## config.mk

```make
export PLATFORM = sky130hd
export DESIGN_NAME = dbgu32_cmd
export DESIGN_NICKNAME = d
export VERILOG_FILES = /design/src/rtl/dbgu32_cmd.sv
export SDC_FILE = /design/constraint.sdc
export NUM_CORES = 1
export LEC_CHECK = 0
export ABC_AREA = 1
export ABC_CLOCK_PERIOD_IN_PS = 3700
export CAP_MARGIN = 30
export CORE_MARGIN = 4
export CORE_UTILIZATION = 55
export CTS_BUF_LIST = sky130_fd_sc_hd__clkbuf_16
export DETAILED_ROUTE_END_ITERATION = 8
export GPL_ROUTABILITY_DRIVEN = 0
export MAX_ROUTING_LAYER = met4
export PLACE_DENSITY = 0.8
export SYNTH_ARGS = -nofsm -noshare
export SYNTH_HDL_FRONTEND = slang
export SYNTH_SLANG_ARGS = --single-unit
```

## constraint.sdc

```tcl
create_clock -name clk -period 3.7 [get_ports clk]
set_input_delay 0.37 -clock clk [delete_from_list [all_inputs] [get_ports clk]]
set_output_delay 0.37 -clock clk [all_outputs]
set_load 0.02 [all_outputs]
```

## src/rtl/dbgu32_cmd.sv

```systemverilog
// dbgu32_cmd: byte command engine of the 32-bit debug unit.
// Parses host frames into word memory accesses and CPU reset control.
module dbgu32_cmd #(
    parameter int unsigned TIMEOUT_CYC = 65535
) (
    input  logic        clk,
    input  logic        rst,
    input  logic [7:0]  rx_data,
    input  logic        rx_valid,
    output logic [7:0]  tx_data,
    output logic        tx_valid,
    input  logic        tx_ready,
    output logic        mem_op,
    output logic [3:0]  mem_wren,
    output logic [31:0] mem_adr,
    output logic [31:0] mem_do,
    input  logic [31:0] mem_di,
    input  logic        mem_ack,
    output logic        cpu_n_reset,
    output logic        busy
);

    localparam int CW = $clog2(TIMEOUT_CYC + 1);
    localparam logic [CW-1:0] TMAX = CW'(TIMEOUT_CYC - 1);

    typedef enum logic [3:0] {
        S_IDLE,
        S_ADDR0, S_ADDR1, S_ADDR2, S_ADDR3,
        S_WDATA0, S_WDATA1, S_WDATA2, S_WDATA3,
        S_WRITE, S_READ,
        S_TX0, S_TX1, S_TX2, S_TX3
    } state_t;

    state_t        state_q, state_d;
    logic [31:0]   ptr_q, ptr_d;
    logic [31:0]   shadow_q, shadow_d;
    logic [31:0]   wdata_q, wdata_d;
    logic [31:0]   rdata_q, rdata_d;
    logic [CW-1:0] cnt_q, cnt_d;
    logic          nrst_q, nrst_d;
    logic          tmo_st;

    always_ff @(posedge clk) begin
        if (rst) begin
            state_q  <= S_IDLE;
            ptr_q    <= '0;
            shadow_q <= '0;
            wdata_q  <= '0;
            rdata_q  <= '0;
            cnt_q    <= '0;
            nrst_q   <= 1'b1;
        end else begin
            state_q  <= state_d;
            ptr_q    <= ptr_d;
            shadow_q <= shadow_d;
            wdata_q  <= wdata_d;
            rdata_q  <= rdata_d;
            cnt_q    <= cnt_d;
            nrst_q   <= nrst_d;
        end
    end

    always_comb begin
        state_d  = state_q;
        ptr_d    = ptr_q;
        shadow_d = shadow_q;
        wdata_d  = wdata_q;
        rdata_d  = rdata_q;
        cnt_d    = '0;
        nrst_d   = nrst_q;
        tmo_st   = state_q inside {S_ADDR1, S_ADDR2, S_ADDR3,
                                   S_WDATA1, S_WDATA2, S_WDATA3};
        unique case (state_q)
            S_IDLE: if (rx_valid) begin
                unique case (rx_data)
                    8'h01:   state_d = S_ADDR0;
                    8'h02:   nrst_d = 1'b0;
                    8'h03:   nrst_d = 1'b1;
                    8'h04:   state_d = S_WDATA0;
                    8'h05:   state_d = S_READ;
                    default: state_d = S_IDLE;
                endcase
            end
            S_ADDR0: if (rx_valid) begin
                shadow_d[7:0] = rx_data;
                state_d = S_ADDR1;
            end
            S_ADDR1: if (rx_valid) begin
                shadow_d[15:8] = rx_data;
                state_d = S_ADDR2;
            end
            S_ADDR2: if (rx_valid) begin
                shadow_d[23:16] = rx_data;
                state_d = S_ADDR3;
            end
            S_ADDR3: if (rx_valid) begin
                ptr_d = {rx_data, shadow_q[23:0]};
                state_d = S_IDLE;
            end
            S_WDATA0: if (rx_valid) begin
                wdata_d[7:0] = rx_data;
                state_d = S_WDATA1;
            end
            S_WDATA1: if (rx_valid) begin
                wdata_d[15:8] = rx_data;
                state_d = S_WDATA2;
            end
            S_WDATA2: if (rx_valid) begin
                wdata_d[23:16] = rx_data;
                state_d = S_WDATA3;
            end
            S_WDATA3: if (rx_valid) begin
                wdata_d[31:24] = rx_data;
                state_d = S_WRITE;
            end
            S_WRITE: if (mem_ack) begin
                ptr_d = ptr_q + 32'd4;
                state_d = S_IDLE;
            end
            S_READ: if (mem_ack) begin
                ptr_d = ptr_q + 32'd4;
                rdata_d = mem_di;
                state_d = S_TX0;
            end
            S_TX0: if (tx_ready) state_d = S_TX1;
            S_TX1: if (tx_ready) state_d = S_TX2;
            S_TX2: if (tx_ready) state_d = S_TX3;
            S_TX3: if (tx_ready) state_d = S_IDLE;
            default: state_d = S_IDLE;
        endcase
        // an arriving byte takes priority over an expiring frame timer
        if (tmo_st && !rx_valid) begin
            if (cnt_q == TMAX) state_d = S_IDLE;
            else               cnt_d = cnt_q + CW'(1);
        end
    end

    always_comb begin
        tx_data = 8'h00;
        unique case (state_q)
            S_TX0:   tx_data = rdata_q[7:0];
            S_TX1:   tx_data = rdata_q[15:8];
            S_TX2:   tx_data = rdata_q[23:16];
            S_TX3:   tx_data = rdata_q[31:24];
            default: tx_data = 8'h00;
        endcase
    end

    assign tx_valid    = state_q inside {S_TX0, S_TX1, S_TX2, S_TX3};
    assign mem_op      = (state_q == S_WRITE) || (state_q == S_READ);
    assign mem_wren    = (state_q == S_WRITE) ? 4'hF : 4'h0;
    assign mem_adr     = ptr_q;
    assign mem_do      = wdata_q;
    assign cpu_n_reset = nrst_q;
    assign busy        = state_q != S_IDLE;

endmodule

```

==> run metrics, run 1 <==
Cells after Synth=1043; 1st-pass router iterations=5; io pins=around 130; DP Area=around 8000 um^2; peak supply drop=around 0.33 mV; core area=12100 um^2; Logic pwr share=under 10%; Nets=1193; Final HPWL DP=about 13000 um; critical path class=reg -> out; GRT Resource Usage Total=between 20% and 30%; Distinct cells, synth=31; unrepaired setup endpoints after global routing=false; Min Hold Slack=about 440 ps; CP Max Fanout=10; Finished Layout Cells=1326; min-delay worst type=reg -> reg; # DRC=0; Crit path required time=~3300 ps; design area=roughly 8700 um^2; clock tree root driver cell=clkbuf_16; vias in the first global route=about 6700; total global routing overflow=0; Setup WS pre-CTS=between 1000 and 1500 ps; Routed WL per cell=14.6 um; WP data arrival=around 2700 ps; CTS buffer count=17; layout cells sized above 1=4.84%; vias per inst=roughly 5.3; Clk Latency, worst-skew pair=approximately 420 ps; first-pass GRT wire length=about 32000 um; vias=about 7100; antenna viol nets, final=0; YS warnings=0; Slowest-stage cell, CP=clkdlybuf4s50_1; CTS tree=done; antenna violations before repair=0; starting density of the core=56.6%; Die ar.=about 14000 um^2; ANT cells=0; critical path endpoint category=output pin; Pwr per Cell Area=about 400 nW/um^2; WL final=19400 um; H-tree depth=4; pin count of the biggest net entering global routing=between 50 and 60; part of the Yosys area used for sequential elements=around 41%; row count=40; sw frac=between 20% and 30%; Hold Vio Cnt, Final=0; mapped cell area=around 7000 um^2; Fmax=roughly 320 MHz; max-cap viol count=0; internal power=roughly 0.0027 W; die width=between 100 and 150 um; Yosys top cell area share=41.2%; worst rel slew slack=between 50% and 60%; synthesis-stage register bit count=around 140; Clock Path Buffers=2; final worst setup slack=between 600 and 700 ps; synth top area cells=dfxtp_1 41%, nand2_1 12%, nor2_1 9.4%; clock sinks=~140; net switching power=0.000779 W; clock-pin slew on the worst setup and hold paths=60 ps; Initial DRC Count=688; hold buffers post-CTS=0; fin crit share=between 80% and 90%; post-CTS setup repair buffer count=0; Max Slew Vio Count=0; Seq pwr share=between 40% and 50%; Slew @ Worst Pin=between 700 and 800 ps; Worst setup SP type=register; placed cells=1294; Setup TNS Final=0 ps; worst clock skew=~10 ps; minimum clock period=between 3000 and 4000 ps; status=complete, no violations; post-CTS resize count=0; CP max stage delay=640 ps; P_leak=between 3 and 4 nW; Die Ht=about 120 um; area leader, netlist=dfxtp_1; Syn Nets=1091; synthesis-to-layout area growth=27.5%; critical path cell sequence=nand2_1, nor2_1, clkinv_1, o22ai_1, a21oi_1, o21ai_0, clkdlybuf4s50_1; final setup fails=0; PortBufs=around 120; Mean Syn Cell Area=6.57 um^2; clock network fraction of total power=about half
==> metrics by stage <==
step / total power (W) / utilization (%)
after CTS: 0.00353 / 72.1
after detailed placement: 0.00180 / 67.1
final: 0.00352 / 72.1
after floorplan: 0.00170 / -
after global placement: 0.00179 / 67.1
after global routing: 0.00363 / 72.1
==> kinds of logic after synthesis <==
group                      share of synthesized area [%]
and+or+nand+nor                                     30.6
AOI/OAI and AO/OA                                   16.8
buffers and inverters                               9.06
DFF                                                 41.2
xor gates and xnor gates                            1.79
adders and majority gates                          0.548
==> power by group through the flow <==
stage / sequential, W / clock [W] / combinational (W)
after floorplan: 0.00159 / 0 / 0.000111
after detailed placement: 0.00159 / 0 / 0.000211
after CTS: 0.00155 / 0.00176 / 0.000213
final: 0.00155 / 0.00175 / 0.000215
after global routing: 0.00156 / 0.00184 / 0.000236
after global placement: 0.00159 / 0 / 0.000208
==> synth_stat cells <==
library cell,instances
xnor2_1,7
inv_1,103
o21ai_1,2
buf_2,8
nand2_1,224
buf_4,4
clkinv_1,1
xor2_1,7
nand3b_1,1
inv_2,2
nor2_1,172
o22ai_1,9
nand4_1,9
buf_6,2
nand3_1,73
nand3_2,1
dfxtp_1,141
a21oi_2,1
nor2_2,12
a31oi_1,1
nand2_4,2
clkbuf_1,33
o211ai_1,5
ha_1,3
o21ai_0,95
inv_4,1
nor3_1,10
a21oi_1,109
or2_2,3
o2111ai_1,1
and3_1,1
==> routing by layer <==
metal / vias to the layer above / share of wire, % / global-route usage (%)
met2: 254 / 47 / 43.9
met3: 47 / 6.1 / 5.14
met1: 3206 / 44 / 35.1
met5: - / 0 / -
met4: 0 / 3.1 / 13.5
li1: 3558 / - / -
==> placed cells by master, fill, tap and decap left out, drive strengths merged, types with 17 or more instances in the layout <==
cell,count
o21ai,97
inv,106
dfxtp,141
clkdlybuf4s50,124
nand2,226
nand3,74
nor2,184
a21oi,110
clkbuf,17
==> critical path: cells and delay by family (launching register included) <==
| kind | cells | cell delay [ps] |
|---|---|---|
| and+or+nand+nor | 2 | 410 |
| DFF | 1 | 450 |
| AOI/OAI and AO/OA | 3 | 460 |
| buffers and inverters | 2 | 960 |
==> registers in the layout, indices dropped and copies added (netlist names) <==
| register | cells |
|---|---|
| state_q | 4 |
| mem_do | 32 |
| cpu_n_reset | 1 |
| rdata_q | 32 |
| mem_adr | 32 |
| cnt_q | 16 |
| shadow_q | 24 |
==> final timing paths <==
path | from | endpoint | slack [ps] | cells past startpoint
hold reg to reg | shadow_q[1] | shadow_q[1] | 440 | 2
setup reg to reg | state_q[3] | rdata_q[23] | 1230 | 7
hold / removal | shadow_q[1] | shadow_q[1] | 440 | 2
setup / recovery | state_q[0] | tx_data[7] | 620 | 7
==> area by class of cell <==
type	count	area [um^2]
Fill cell	1061	3380
Inverter	107	404
Timing Repair Buffer	130	1290
Multi-Input combinational cell	748	3410
Clock inverter	15	179
Clock buffer	17	425
Tap cell	168	210
Sequential cell	141	2820
Note: power is estimated with default switching activity, not from simulation.
==> inputs of run 2 (changes only) <==
--- a/config.mk
+++ b/config.mk
@@ -6,15 +6,15 @@
 export NUM_CORES = 1
 export LEC_CHECK = 0
 export ABC_AREA = 1
-export ABC_CLOCK_PERIOD_IN_PS = 3700
+export ABC_CLOCK_PERIOD_IN_PS = 2500
 export CAP_MARGIN = 30
 export CORE_MARGIN = 4
-export CORE_UTILIZATION = 55
+export CORE_UTILIZATION = 48
 export CTS_BUF_LIST = sky130_fd_sc_hd__clkbuf_16
 export DETAILED_ROUTE_END_ITERATION = 8
 export GPL_ROUTABILITY_DRIVEN = 0
 export MAX_ROUTING_LAYER = met4
-export PLACE_DENSITY = 0.8
+export PLACE_DENSITY = 0.74
 export SYNTH_ARGS = -nofsm -noshare
 export SYNTH_HDL_FRONTEND = slang
 export SYNTH_SLANG_ARGS = --single-unit
==> constraint.sdc (replaced) <==
create_clock -name clk -period 2.5 [get_ports clk]
set_input_delay 0.25 -clock clk [delete_from_list [all_inputs] [get_ports clk]]
set_output_delay 0.25 -clock clk [all_outputs]
set_load 0.02 [all_outputs]
==> run metrics, run 2 (synthesis results as in run 1) <==
ANT cells=0; die width=around 130 um; fin crit share=92.6%; Pwr per Cell Area=between 500 and 600 nW/um^2; H-tree depth=4; Setup TNS Final=0 ps; CTS buffer count=17; vias in the first global route=roughly 6500; critical path class=reg -> out; CTS tree=done; starting density of the core=around 49%; Crit path required time=about 2300 ps; post-CTS setup repair buffer count=0; vias per inst=around 5.2; first-pass GRT wire length=32200 um; min-delay worst type=in -> reg; synthesis-to-layout area growth=28.5%; Initial DRC Count=~690; total global routing overflow=0; Die ar.=roughly 16000 um^2; clock sinks=approximately 140; PortBufs=around 120; worst rel slew slack=between 40% and 50%; WHS Endpoint=rdata_q[5]; clock tree root driver cell=clkbuf_16; Worst Reg-to-Reg Cells=10; WP data arrival=between 2000 and 2500 ps; min-delay src=mem_di[5]; clock-pin slew on the worst setup and hold paths=about 60 ps; Nets=roughly 1200; worst clock skew=roughly 6.5 ps; Worst setup SP type=register; hold buffers post-CTS=0; Clk Latency, worst-skew pair=roughly 420 ps; antenna violations before repair=0; Critical R2R Launch=state_q[3]; Critical Path Start=state_q[3]; P_leak=3.15 nW; 1st-pass router iterations=5; Worst Hold Path Cells=3; Max Slew Vio Count=0; final setup fails=0; Die Ht=~130 um; Clock Path Buffers=2; GRT Resource Usage Total=about 25%; peak supply drop=around 0.57 mV; Routed WL per cell=14.6 um; commonest non-fill, non-tap cell in the layout=nand2_1; minimum clock period=around 2300 ps; layout cells sized above 1=a little under 6%; RR Endpoint=mem_adr[23]; core area=roughly 14000 um^2; WL final=a little under 20000 um; Hold Vio Cnt, Final=0; io pins=approximately 130; Tot Pwr=about 0.005 W; status=complete, no violations; max-cap viol count=0; CP Max Fanout=18; Final HPWL DP=between 10000 and 15000 um; antenna viol nets, final=0; pin count of the biggest net entering global routing=80; Slew @ Worst Pin=756 ps; vias=just over 7000; unrepaired setup endpoints after global routing=false; most frequent cells in the layout=224 x nand2_1, 170 x nor2_1, 141 x dfxtp_1, 116 x clkdlybuf4s50_1, 109 x a21oi_1; worst reg2reg setup slack=between 400 and 500 ps; Fmax=between 400 and 500 MHz; # DRC=0; row count=43; critical path endpoint category=output pin
-- run 2: changes by cell type in the layout (fill, tap and decap cells not counted), sizes merged --
cell | previous run | this run
inv | 106 | 110
clkdlybuf4s50 | 124 | 116
bufinv | 4 | 2
clkinvlp | 2 | 1
dlygate4sd2 | 0 | 8
buf | 6 | 20
clkinv | 10 | 9
-- run 2: layer usage --
metal	GRT usage [%]	vias up	wire, um
met4	10.0	0	538
met5	-	-	0
met1	32.2	3176	8630
met2	39.2	256	9090
li1	-	3591	-
met3	5.77	40	1420
-- run 2: timing repair --
item	in CTS	in global routing
endpoints found under the setup margin	8	4
resized for setup	10	1
cloned	0	0
pin swaps	0	0
-- run 2: area by class of cell --
class,count,area (um^2)
Clock inverter,15,115
Timing Repair Buffer,144,1390
Fill cell,1334,5130
Inverter,107,405
Tap cell,180,225
Sequential cell,141,2820
Multi-Input combinational cell,748,3410
Clock buffer,17,425
-- run 2: how the worst max path moves through the flow --
stage	slack, ps	end
floorplan	790	mem_adr[26]
global placement	270	tx_data[5]
detailed placement	220	tx_data[0]
CTS	150	tx_data[0]
global route	8	tx_data[1]
finish	180	mem_op
-- run 2: worst max-delay path: stages, from the launching register on --
cell             delay (ps)
dfxtp_1                 360
inv_2                    80
nor2_2                  190
nand2_1                 160
nand2_4                 210
clkdlybuf4s50_1         640
-- run 2: report_power, final --
group	switching [W]	total (W)	internal, W
Sequential	0.0000211	0.00230	0.00228
Clock	0.000918	0.00234	0.00142
Combinational	0.000191	0.000329	0.000138
-- run 2: per-stage QoR --
stage | instance area, um^2 | instances | utilization, % | hold slack, ps | worst slack (ps)
finish | 8800 | 1352 | 63.1 | 416 | 184
global route | 8800 | 1352 | 63.1 | 423 | 7.53
CTS | 8800 | 1352 | 63.1 | 406 | 155
detailed placement | 8260 | 1320 | 59.3 | 436 | 221
global placement | 8260 | 1320 | 59.3 | 430 | 269
floorplan | 6850 | 1043 | - | 385 | 786
